<file path="config.mk">
export PLATFORM = sky130hd
export DESIGN_NAME = rx_eth_frame_parser_flat
export DESIGN_NICKNAME = d
export VERILOG_FILES = /design/src/rtl/rx_eth_frame_parser_if.sv /design/src/rtl/rx_eth_frame_parser.sv /design/src/flat_wrapper.sv
export SDC_FILE = /design/constraint.sdc
export NUM_CORES = 1
export LEC_CHECK = 0
export BUFFER_PORTS_ARGS = -buffer_cell sky130_fd_sc_hd__buf_2
export CORE_MARGIN = 8
export CORE_UTILIZATION = 55
export DETAILED_ROUTE_END_ITERATION = 16
export PLACE_DENSITY = 0.8
export REMOVE_ABC_BUFFERS = 1
export SYNTH_ARGS = -nofsm -noshare
export SYNTH_HDL_FRONTEND = slang
export SYNTH_SLANG_ARGS = --single-unit
</file>
<file path="constraint.sdc">
create_clock -name RX_CLK -period 7.69 [get_ports RX_CLK]
set_clock_uncertainty 0.2 [all_clocks]
set_input_delay 0.769 -clock RX_CLK [delete_from_list [all_inputs] [get_ports RX_CLK]]
set_output_delay 0.769 -clock RX_CLK [all_outputs]
set_load 0.05 [all_outputs]
</file>
<file path="src/rtl/rx_eth_frame_parser_if.sv">
// rx_eth_frame_parser_if
//   Bundles the GMII receive pins and the parser's result signals.
//   slave  : the frame parser (samples GMII, drives results).
//   master : the PHY-side/consumer view (drives GMII, samples results).
// Signals:
//   RX_DV, RXD[7:0], RX_ER : GMII receive data valid, data and error
//   promisc                : disable the station address filter
//   rx_mac_dst/src[47:0], rx_ethertype[15:0] : captured header fields
//   rx_payload[7:0], rx_payload_valid, rx_payload_sof : payload stream
//   rx_payload_ip, rx_payload_arp : EtherType flags for the current frame
//   rx_frame_done, rx_frame_err, rx_frame_len[LEN_W-1:0] : frame status
interface rx_eth_frame_parser_if #(
   parameter int LEN_W = 11
);
   logic             RX_DV;
   logic [7:0]       RXD;
   logic             RX_ER;
   logic             promisc;
   logic [47:0]      rx_mac_dst;
   logic [47:0]      rx_mac_src;
   logic [15:0]      rx_ethertype;
   logic [7:0]       rx_payload;
   logic             rx_payload_valid;
   logic             rx_payload_sof;
   logic             rx_payload_ip;
   logic             rx_payload_arp;
   logic             rx_frame_done;
   logic             rx_frame_err;
   logic [LEN_W-1:0] rx_frame_len;

   modport master (
      output RX_DV, RXD, RX_ER, promisc,
      input  rx_mac_dst, rx_mac_src, rx_ethertype, rx_payload,
             rx_payload_valid, rx_payload_sof, rx_payload_ip, rx_payload_arp,
             rx_frame_done, rx_frame_err, rx_frame_len
   );

   modport slave (
      input  RX_DV, RXD, RX_ER, promisc,
      output rx_mac_dst, rx_mac_src, rx_ethertype, rx_payload,
             rx_payload_valid, rx_payload_sof, rx_payload_ip, rx_payload_arp,
             rx_frame_done, rx_frame_err, rx_frame_len
   );
endinterface

</file>
<file path="src/rtl/rx_eth_frame_parser.sv">
// rx_eth_frame_parser
//   GMII receive frame parser: detects preamble/SFD, captures destination
//   MAC, source MAC and EtherType, filters on station address, streams the
//   payload with the 4-byte FCS held back, and reports per-frame status.
//   Optional CRC-32 FCS check is built when RX_FCS_CHECK_EN is defined.
// Ports:
//   RX_CLK : receive clock (only clock)
//   rst_n  : synchronous active-low reset
//   bus    : rx_eth_frame_parser_if.slave (GMII inputs, results outputs)
module rx_eth_frame_parser #(
   parameter logic [47:0] MAC_ADDR      = 48'h02_00_00_00_00_01,
   parameter int          MAX_FRAME_LEN = 1518,
   parameter int          MIN_FRAME_LEN = 64,
   parameter int          LEN_W         = 11
) (
   input  logic                  RX_CLK,
   input  logic                  rst_n,
   rx_eth_frame_parser_if.slave  bus
);

   typedef enum logic [2:0] {
      S_IDLE, S_PREAMBLE, S_HEADER, S_PAYLOAD, S_DONE, S_DROP
   } state_t;

   localparam logic [LEN_W-1:0] LEN_MAX  = LEN_W'(MAX_FRAME_LEN);
   localparam logic [LEN_W-1:0] LEN_OVF  = LEN_W'(MAX_FRAME_LEN + 1);
   localparam logic [LEN_W-1:0] LEN_MIN  = LEN_W'(MIN_FRAME_LEN);
   localparam logic [LEN_W-1:0] HDR_LAST = LEN_W'(13);

   state_t state_reg, state_next;

   // datapath state
   logic [LEN_W-1:0] len_reg;
   logic             promisc_reg;
   logic             er_seen_reg;
   logic             sof_pending_reg;
   logic [31:0]      hb_reg;        // holdback: [31:24] is the oldest byte
   logic [2:0]       hb_cnt_reg;

   // registered outputs
   logic [47:0]      dst_reg, dst_next;
   logic [47:0]      src_reg, src_next;
   logic [15:0]      type_reg, type_next;
   logic [7:0]       payload_reg, payload_next;
   logic             valid_reg, valid_next;
   logic             sof_reg, sof_next;
   logic             ip_reg, ip_next;
   logic             arp_reg, arp_next;
   logic             done_reg, done_next;
   logic             err_reg, err_next;
   logic [LEN_W-1:0] frame_len_reg, frame_len_next;

   logic             dv;
   logic [7:0]       rxd;
   logic             sfd;
   logic             byte_in;
   logic [LEN_W-1:0] len_inc;
   logic             overflow;
   logic             hdr_last;
   logic [15:0]      type_full;
   logic             filter_pass;
   logic             hb_full;
   logic             emit;
   logic             frame_bad;
   logic             fcs_bad;

   assign dv  = bus.RX_DV;
   assign rxd = bus.RXD;

   assign sfd       = (state_reg == S_PREAMBLE) && dv && (rxd == 8'hD5);
   assign byte_in   = ((state_reg == S_HEADER) || (state_reg == S_PAYLOAD)) && dv;
   // counter saturates at MAX+1 so the overflow length is reported exactly
   assign len_inc   = (len_reg == LEN_OVF) ? len_reg : len_reg + 1'b1;
   assign overflow  = byte_in && (len_inc > LEN_MAX);
   assign hdr_last  = (state_reg == S_HEADER) && dv && (len_reg == HDR_LAST);
   assign type_full = {type_reg[7:0], rxd};
   // dst is complete by header byte 13, so the registered value is used
   assign filter_pass = (dst_reg == MAC_ADDR) || (dst_reg == 48'hFFFF_FFFF_FFFF) || promisc_reg;
   assign hb_full   = (hb_cnt_reg == 3'd4);
   // a byte leaves the holdback only when a newer one pushes it out,
   // which keeps the final four bytes (the FCS) from ever being emitted
   assign emit      = (state_reg == S_PAYLOAD) && dv && !overflow && hb_full;

`ifdef RX_FCS_CHECK_EN
   logic [31:0] crc_reg;
   logic [31:0] crc_rev;

   function automatic logic [31:0] crc32_byte(input logic [31:0] c, input logic [7:0] d);
      logic [31:0] r;
      r = c ^ {24'd0, d};
      for (int k = 0; k < 8; k++) begin
         r = r[0] ? ((r >> 1) ^ 32'hEDB8_8320) : (r >> 1);
      end
      return r;
   endfunction

   // the reflected register leaves the residue bit-reversed
   for (genvar gi = 0; gi < 32; gi++) begin : g_crc_rev
      assign crc_rev[gi] = crc_reg[31-gi];
   end

   always_ff @(posedge RX_CLK) begin
      if (!rst_n) begin
         crc_reg <= 32'hFFFF_FFFF;
      end else if (sfd) begin
         crc_reg <= 32'hFFFF_FFFF;
      end else if (byte_in) begin
         crc_reg <= crc32_byte(crc_reg, rxd);
      end
   end

   assign fcs_bad = (crc_rev != 32'hC704_DD7B);
`else
   assign fcs_bad = 1'b0;
`endif

   // DV falling while still in HEADER is an error by itself
   assign frame_bad = er_seen_reg || (len_reg < LEN_MIN) ||
                      (state_reg == S_HEADER) || fcs_bad;

   // state register
   always_ff @(posedge RX_CLK) begin
      if (!rst_n) begin
         state_reg <= S_IDLE;
      end else begin
         state_reg <= state_next;
      end
   end

   // next-state logic
   always_comb begin
      state_next = state_reg;
      case (state_reg)
         // DONE behaves like IDLE so a preamble may start right after it
         S_IDLE, S_DONE: begin
            state_next = S_IDLE;
            if (dv) state_next = (rxd == 8'h55) ? S_PREAMBLE : S_DROP;
         end
         S_PREAMBLE: begin
            if (!dv)                state_next = S_IDLE;
            else if (rxd == 8'h55)  state_next = S_PREAMBLE;
            else if (rxd == 8'hD5)  state_next = S_HEADER;
            else                    state_next = S_DROP;
         end
         S_HEADER: begin
            if (!dv)           state_next = S_DONE;
            else if (overflow) state_next = S_DROP;
            else if (hdr_last) state_next = filter_pass ? S_PAYLOAD : S_DROP;
         end
         S_PAYLOAD: begin
            if (!dv)           state_next = S_DONE;
            else if (overflow) state_next = S_DROP;
         end
         S_DROP: begin
            if (!dv) state_next = S_IDLE;
         end
         default: state_next = S_IDLE;
      endcase
   end

   // output next-value logic
   always_comb begin
      dst_next       = dst_reg;
      src_next       = src_reg;
      type_next      = type_reg;
      ip_next        = ip_reg;
      arp_next       = arp_reg;
      payload_next   = payload_reg;
      valid_next     = emit;
      sof_next       = emit && sof_pending_reg;
      done_next      = (((state_reg == S_HEADER) || (state_reg == S_PAYLOAD)) && !dv) || overflow;
      err_next       = done_next && (overflow || frame_bad);
      frame_len_next = frame_len_reg;

      if (done_next) frame_len_next = overflow ? len_inc : len_reg;
      if (emit)      payload_next   = hb_reg[31:24];

      if (sfd) begin
         ip_next  = 1'b0;
         arp_next = 1'b0;
      end

      if ((state_reg == S_HEADER) && dv) begin
         if (len_reg < LEN_W'(6))       dst_next  = {dst_reg[39:0], rxd};
         else if (len_reg < LEN_W'(12)) src_next  = {src_reg[39:0], rxd};
         else                           type_next = type_full;
      end

      if (hdr_last) begin
         ip_next  = (type_full == 16'h0800);
         arp_next = (type_full == 16'h0806);
      end
   end

   // output registers
   always_ff @(posedge RX_CLK) begin
      if (!rst_n) begin
         dst_reg       <= '0;
         src_reg       <= '0;
         type_reg      <= '0;
         payload_reg   <= '0;
         valid_reg     <= 1'b0;
         sof_reg       <= 1'b0;
         ip_reg        <= 1'b0;
         arp_reg       <= 1'b0;
         done_reg      <= 1'b0;
         err_reg       <= 1'b0;
         frame_len_reg <= '0;
      end else begin
         dst_reg       <= dst_next;
         src_reg       <= src_next;
         type_reg      <= type_next;
         payload_reg   <= payload_next;
         valid_reg     <= valid_next;
         sof_reg       <= sof_next;
         ip_reg        <= ip_next;
         arp_reg       <= arp_next;
         done_reg      <= done_next;
         err_reg       <= err_next;
         frame_len_reg <= frame_len_next;
      end
   end

   // datapath: length counter, sampled flags, holdback register
   always_ff @(posedge RX_CLK) begin
      if (!rst_n) begin
         len_reg         <= '0;
         promisc_reg     <= 1'b0;
         er_seen_reg     <= 1'b0;
         sof_pending_reg <= 1'b0;
         hb_reg          <= '0;
         hb_cnt_reg      <= '0;
      end else begin
         if (sfd) begin
            len_reg         <= '0;
            promisc_reg     <= bus.promisc;
            er_seen_reg     <= 1'b0;
            sof_pending_reg <= 1'b1;
         end else if (byte_in) begin
            len_reg <= len_inc;
            if (bus.RX_ER) er_seen_reg <= 1'b1;
         end

         if (hdr_last) begin
            hb_cnt_reg <= '0;
         end else if ((state_reg == S_PAYLOAD) && dv) begin
            hb_reg <= {hb_reg[23:0], rxd};
            if (!hb_full) hb_cnt_reg <= hb_cnt_reg + 3'd1;
         end

         if (emit) sof_pending_reg <= 1'b0;
      end
   end

   assign bus.rx_mac_dst       = dst_reg;
   assign bus.rx_mac_src       = src_reg;
   assign bus.rx_ethertype     = type_reg;
   assign bus.rx_payload       = payload_reg;
   assign bus.rx_payload_valid = valid_reg;
   assign bus.rx_payload_sof   = sof_reg;
   assign bus.rx_payload_ip    = ip_reg;
   assign bus.rx_payload_arp   = arp_reg;
   assign bus.rx_frame_done    = done_reg;
   assign bus.rx_frame_err     = err_reg;
   assign bus.rx_frame_len     = frame_len_reg;

endmodule

</file>
<file path="src/flat_wrapper.sv">
// flat-port wrapper written by rule: the top's interface ports become plain ports
module rx_eth_frame_parser_flat 
#(
   parameter logic [47:0] MAC_ADDR      = 48'h02_00_00_00_00_01,
   parameter int          MAX_FRAME_LEN = 1518,
   parameter int          MIN_FRAME_LEN = 64,
   parameter int          LEN_W         = 11
)
  (RX_CLK, rst_n, bus_RX_DV, bus_RXD, bus_RX_ER, bus_promisc, bus_rx_mac_dst, bus_rx_mac_src, bus_rx_ethertype, bus_rx_payload, bus_rx_payload_valid, bus_rx_payload_sof, bus_rx_payload_ip, bus_rx_payload_arp, bus_rx_frame_done, bus_rx_frame_err, bus_rx_frame_len);
  rx_eth_frame_parser_if #(.LEN_W(LEN_W)) bus_i ();
  input  logic RX_CLK;
  input  logic rst_n;
  input wire logic [$bits(bus_i.RX_DV)-1:0] bus_RX_DV;
  input wire logic [$bits(bus_i.RXD)-1:0] bus_RXD;
  input wire logic [$bits(bus_i.RX_ER)-1:0] bus_RX_ER;
  input wire logic [$bits(bus_i.promisc)-1:0] bus_promisc;
  output wire logic [$bits(bus_i.rx_mac_dst)-1:0] bus_rx_mac_dst;
  output wire logic [$bits(bus_i.rx_mac_src)-1:0] bus_rx_mac_src;
  output wire logic [$bits(bus_i.rx_ethertype)-1:0] bus_rx_ethertype;
  output wire logic [$bits(bus_i.rx_payload)-1:0] bus_rx_payload;
  output wire logic [$bits(bus_i.rx_payload_valid)-1:0] bus_rx_payload_valid;
  output wire logic [$bits(bus_i.rx_payload_sof)-1:0] bus_rx_payload_sof;
  output wire logic [$bits(bus_i.rx_payload_ip)-1:0] bus_rx_payload_ip;
  output wire logic [$bits(bus_i.rx_payload_arp)-1:0] bus_rx_payload_arp;
  output wire logic [$bits(bus_i.rx_frame_done)-1:0] bus_rx_frame_done;
  output wire logic [$bits(bus_i.rx_frame_err)-1:0] bus_rx_frame_err;
  output wire logic [$bits(bus_i.rx_frame_len)-1:0] bus_rx_frame_len;
  assign bus_i.RX_DV = bus_RX_DV;
  assign bus_i.RXD = bus_RXD;
  assign bus_i.RX_ER = bus_RX_ER;
  assign bus_i.promisc = bus_promisc;
  assign bus_rx_mac_dst = bus_i.rx_mac_dst;
  assign bus_rx_mac_src = bus_i.rx_mac_src;
  assign bus_rx_ethertype = bus_i.rx_ethertype;
  assign bus_rx_payload = bus_i.rx_payload;
  assign bus_rx_payload_valid = bus_i.rx_payload_valid;
  assign bus_rx_payload_sof = bus_i.rx_payload_sof;
  assign bus_rx_payload_ip = bus_i.rx_payload_ip;
  assign bus_rx_payload_arp = bus_i.rx_payload_arp;
  assign bus_rx_frame_done = bus_i.rx_frame_done;
  assign bus_rx_frame_err = bus_i.rx_frame_err;
  assign bus_rx_frame_len = bus_i.rx_frame_len;
  rx_eth_frame_parser #(.MAC_ADDR(MAC_ADDR), .MAX_FRAME_LEN(MAX_FRAME_LEN), .MIN_FRAME_LEN(MIN_FRAME_LEN), .LEN_W(LEN_W)) u_core (.RX_CLK(RX_CLK), .rst_n(rst_n), .bus(bus_i));
endmodule
</file>
### Word-level counts from Yosys, hierarchy flattened

Index checks and enable logic that the tools add are counted.
Widths: inputs -> output; s select.

| storage, ports and cells | value |
|---|---|
| flip-flop bits (word level) | 189 |
| bits of input ports | 13 |

| cells by class | value |
|---|---|
| add/subtract/negate cells | 2 |
| order comparisons | 4 |
| equal/unequal tests | 17 |
| multiplexer cells | 18 |
| bitwise operators | 5 |
| reductions and logical operators | 34 |

Operator list:

| cell | count |
|---|---|
| $eq 48x42->1 const B | 1 |
| $eq 48x48->1 const B | 1 |
| $mux 3 | 12 |
| $eq 16x12->1 const B | 2 |
| $mux 11 | 2 |
| $pmux 3 s5 | 1 |
| $logic_and 1x1->1 | 12 |
| $add 11x1->11 const B | 1 |
| $eq 11x11->1 const B | 1 |
| $eq 11x4->1 const B | 1 |
| $gt 11x11->1 const B | 1 |
| $lt 11x3->1 const B | 1 |
| $lt 11x4->1 const B | 1 |
| $lt 11x7->1 const B | 1 |
| $eq 3x3->1 const B | 3 |
| $reduce_and 3->1 | 3 |
| $eq 8x7->1 const B | 1 |
| $eq 8x8->1 const B | 1 |
| $reduce_and 2->1 | 4 |
| $reduce_or 2->1 | 4 |
| $logic_or 1x1->1 | 7 |
| $eq 3x2->1 const B | 2 |
| $not 1->1 | 5 |
| $ne 4x2->1 const B | 1 |
| other kinds (8) | 11 |

### Longest topological paths before layout

| depth | value |
|---|---|
| depth in word-level cells | 8 |
| mapped depth | 11 |
| mapped depth without buffers | 9 |

### Worst setup path after synthesis

Ideal clock, no wire load.

| path | value |
|---|---|
| kind | input to register |
| from | input port bus_RX_DV |
| to | register u_core.frame_len_reg[5], in the netlist u_core.bus.rx_frame_len[5] |
| library setup time | 0.133 ns |
| data arrival time | 2.598 ns |
| data required time | 7.357 ns |
| setup slack | 4.759 ns |
| cell stages on the path | 9 |
| cells stage by stage | clkbuf_1 > nand3b_2 > a31oi_2 > nand3_1 > a221oi_2 > nand2b_1 > buf_2 > mux2i_1 > o211ai_1 |

| between the ends | value |
|---|---|
| word-level cells in the longest chain between the ends | 3 |
| elaborated cells between the ends (all ways) | 6 |
| those cells by class | 1 x mux; 5 x reduce/logical |

Ends and longest elaborated chain:

| item | RTL line | source |
|---|---|---|
| start: declaration | flat_wrapper.sv:13 | `input wire logic [$bits(bus_i.RX_DV)-1:0] bus_RX_DV;` |
| $logic_and 1x1->1 / $logic_not 1->1 (equally long branches) | -- |  |
| $logic_and 1x1->1, on equally long branches | rx_eth_frame_parser.sv:74, rx_eth_frame_parser.sv:171 |  |
| $mux 11 / $logic_or 1x1->1 (equally long branches) | rx_eth_frame_parser.sv:175, rx_eth_frame_parser.sv:171 |  |
| end signal: assignment | rx_eth_frame_parser.sv:220 | `frame_len_reg <= frame_len_next;` |
| end: declaration | rx_eth_frame_parser.sv:51 | `logic [LEN_W-1:0] frame_len_reg, frame_len_next;` |

Parallel ways exist; a longest one is shown, timed or not.
A chain may end at the register's enable or synchronous reset.

### Final worst setup path

| path | value |
|---|---|
| from | register u_core.state_reg[1] |
| to | register u_core.payload_reg[2], in the netlist u_core.bus.rx_payload[2] |

| between the ends | value |
|---|---|
| word-level cells in the longest chain between the ends | 7 |
| elaborated cells between the ends (all ways) | 9 |
| those cells by class | 2 x eq/ne; 7 x reduce/logical |

Ends and longest elaborated chain:

| item | RTL line | source |
|---|---|---|
| start: declaration | rx_eth_frame_parser.sv:30 | `state_t state_reg, state_next;` |
| start signal: assignment | rx_eth_frame_parser.sv:126 | `state_reg <= state_next;` |
| $eq 3x2->1, on equally long branches | rx_eth_frame_parser.sv:71, rx_eth_frame_parser.sv:82 |  |
| $logic_or 1x1->1 | rx_eth_frame_parser.sv:71 | `assign byte_in = ((state_reg == S_HEADER) \|\| (state_reg == S_PAYLOAD)) && dv;` |
| $logic_and 1x1->1 | rx_eth_frame_parser.sv:71 |  |
| $logic_and 1x1->1 | rx_eth_frame_parser.sv:74 | `assign overflow = byte_in && (len_inc > LEN_MAX);` |
| $logic_not 1->1 | rx_eth_frame_parser.sv:82 | `assign emit = (state_reg == S_PAYLOAD) && dv && !overflow && hb_full;` |
| $logic_and 1x1->1 (*) (2 in series) | rx_eth_frame_parser.sv:82 |  |
| end signal: assignment | rx_eth_frame_parser.sv:213 | `payload_reg <= payload_next;` |
| end: declaration | rx_eth_frame_parser.sv:44 | `logic [7:0] payload_reg, payload_next;` |

Every way passes the cells marked *; elsewhere a longest branch is shown, timed or not.

==> results.sh <==
export IMPL_critPathKind="reg2reg"
export IMPL_clock_path_buffers=2
export IMPL_fin_setup_tns_ns=0
export IMPL_met2_length_mm=9.172
export IMPL_wirelength_mm=19.47
export IMPL_cts_root_buffer="clkbuf_16"
export IMPL_ys_ff_latch=189
export IMPL_tightestPinTransition_ns=1.141
export IMPL_finalSetupViolations=0
export IMPL_final_layout_size_suffix_gt1_share_pct=18.38
export IMPL_grt_util_all_layers_pct=21.28
export IMPL_die_h_um=133.3
export IMPL_powerDensity_nw_per_um2=211.5
export IMPL_hold_class="reg2reg"
export IMPL_nets=1066
export IMPL_cts_tree="yes"
export IMPL_ir_drop_mv=0.2017
export IMPL_synthTopCellsByArea="dfxtp_1 (50%), nand2_1 (15%), a21oi_1 (9.5%)"
export IMPL_core_rowCount=43
export IMPL_whs_ns=0.2472
export IMPL_post_synth_top_area_cell="dfxtp_1"
export IMPL_crit_required_ns=7.78
export IMPL_postSynthCellCount=950
export IMPL_avgSynthCellArea_um2=7.962
export IMPL_htree_levels=4
export IMPL_timing_fmax_mhz=292.8
export IMPL_drt_pass1_iterations=5
export IMPL_grt_pass1_vias=6202
export IMPL_r2r_cells=6
export IMPL_antenna_found_initial=0
export IMPL_start_kind="flip-flop"
export IMPL_whs_path_depth=2
export IMPL_crit_family="simple AND/OR/NAND/NOR gates"
export IMPL_maxUsedRoutingLayer="met4"
export IMPL_period_needed_ns=3.415
export IMPL_cp_max_fo=34
export IMPL_ff2ff_setup_slack_ns=4.27
export IMPL_wl_met3_mm=1.407
export IMPL_status="completed"
export IMPL_synthDominantCellAreaShare_pct=50.02
export IMPL_grt_max_degree=91
export IMPL_viasPerCell=5.521
export IMPL_cpPeakStageDelay_ns=0.99
export IMPL_crit_chain="nor2b_1, and2_1, nand2_1, or4b_1, nand3_1, o21ai_0"
export IMPL_cts_repair_resized=0
export IMPL_synth_edf_count=0
export IMPL_worst_path_buf_inv=0
export IMPL_rsz0062_at_grt="no"
export IMPL_ys_warnings_count=0
export IMPL_drt_initial_drc_count=718
export IMPL_post_cts_buffers=0
export IMPL_place_congestion=0.8744
export IMPL_met1Wirelength_mm=8.450
export IMPL_cp_slowest_cell="or4b_1"
export IMPL_numPortBuffers=149
export IMPL_synth_cell_types=57
export IMPL_die_area_um2=17760
export IMPL_ios=150
export IMPL_postCtsHoldBufs=0
export IMPL_syn_area_um2=7564
export IMPL_period_share_pct=44.41
export IMPL_vias=6852
export IMPL_worst_setup_hold_path_clk_slew_ns=0.06
export IMPL_coreArea_um2=13670
export IMPL_p_leak_nw=3.498
export IMPL_drc_errors=0
export IMPL_ys_flop_type="dfxtp_1"
export IMPL_slew_headroom_pct=23.90
export IMPL_yosysSeqAreaShare_pct=50.02
export IMPL_layout_common_cells="nand2_1 (294), dfxtp_1 (189), buf_2 (149)"
export IMPL_async_flop_share_pct=0
export IMPL_numCtsBuffers=17
export IMPL_area_delta_synth_final_pct=16.53
export IMPL_worstPathArrival_ns=3.51
export IMPL_grt_ovfl_total=0
export IMPL_cts_sinks=189
export IMPL_slew_viol_final=0
export IMPL_worst_path_stages=6
export IMPL_hold_viol_final=0
export IMPL_clock_latency_ns=0.43
export IMPL_dp_hpwl_mm=12.65
export IMPL_crit_path_end_kind="flip-flop"
export IMPL_die_w_um=133.3
export IMPL_grt_pass1_wl_mm=31.23
export IMPL_layout_commonest_cell="nand2_1"
export IMPL_antenna_cells=0
export IMPL_drt_wirelength_per_cell_um=15.69
export IMPL_postRouteAntennaNets=0
export IMPL_maxCapViolCount=0
export IMPL_start_util_pct=55.35
## cells by family after synthesis
group | after synthesis | synth area share, %
and+or+nand+nor | 459 | 27.23
AOI/OAI and AO/OA | 189 | 13.78
DFF | 189 | 50.02
buffers and inverters | 80 | 4.632
muxes | 19 | 2.514
xor gates and xnor gates | 10 | 1.158
adders and majority gates | 4 | 0.6617
## power by group
group / internal (W) / leakage, nW / switching (W) / total (W)
Combinational: 0.00000548 / 1.70 / 0.0000254 / 0.0000309
Clock: 0.000486 / 0.273 / 0.000367 / 0.000852
Sequential: 0.000979 / 1.52 / 0.00000122 / 0.000980
## path summary, 6_finish.rpt
kind	startpoint	endpoint
setup / recovery	u_core.state_reg[1]	u_core.bus.rx_payload[2]
hold / removal	u_core.hb_reg[2]	u_core.hb_reg[10]
setup reg to reg	u_core.state_reg[1]	u_core.bus.rx_payload[2]
hold reg to reg	u_core.hb_reg[2]	u_core.hb_reg[10]
## through the flow
| step | cell area (um^2) | instances | power [W] | setup slack [ns] | utilization, % |
|---|---|---|---|---|---|
| finish | 8813 | 1241 | 0.001864 | 4.275 | 64.49 |
| CTS | 8813 | 1241 | 0.001875 | 4.277 | 64.49 |
| global placement | 8247 | 1210 | 0.001033 | 4.112 | 60.35 |
| floorplan | 7236 | 876 | 0.001016 | 4.497 | - |
| detailed placement | 8247 | 1210 | 0.001033 | 4.037 | 60.35 |
| global route | 8813 | 1241 | 0.001919 | 3.997 | 64.49 |
## worst reg2reg max path, cell delays in order (launching register included)
cell and delay, ns:
dfxtp_1 0.43, nor2b_1 0.28, and2_1 0.42, nand2_1 0.69, or4b_1 0.99, nand3_1 0.18, o21ai_0 0.09
## metal layers
metal | vias up | global-route usage (%)
li1 | 3429 | -
met1 | 3176 | 26.72
met5 | - | 0
met4 | 0 | 9.046
met3 | 31 | 6.702
met2 | 216 | 33.04
## cells in the mapped netlist, types with 5 or more instances
library cell,instances
nor3_1,8
buf_2,16
nor2_1,42
nor4_1,17
mux2i_1,19
nand2_1,294
o21ai_0,14
nand3_1,29
a32oi_1,5
and3_1,5
inv_1,5
nand4_1,29
buf_4,6
a21oi_1,144
dfxtp_1,189
clkbuf_1,51
nor2b_1,6
xnor2_1,7
## cell type report
type                    instances  area [um^2]
clock buffers                  21        450.4
inverters                       6        25.02
clock inverters                10        116.4
repair buffers                154        783.3
fillers                      1207         4852
flip-flops and latches        189         3784
multi-input cells             681         3430
well taps                     180        225.2
(Power assumes the default switching activity.)
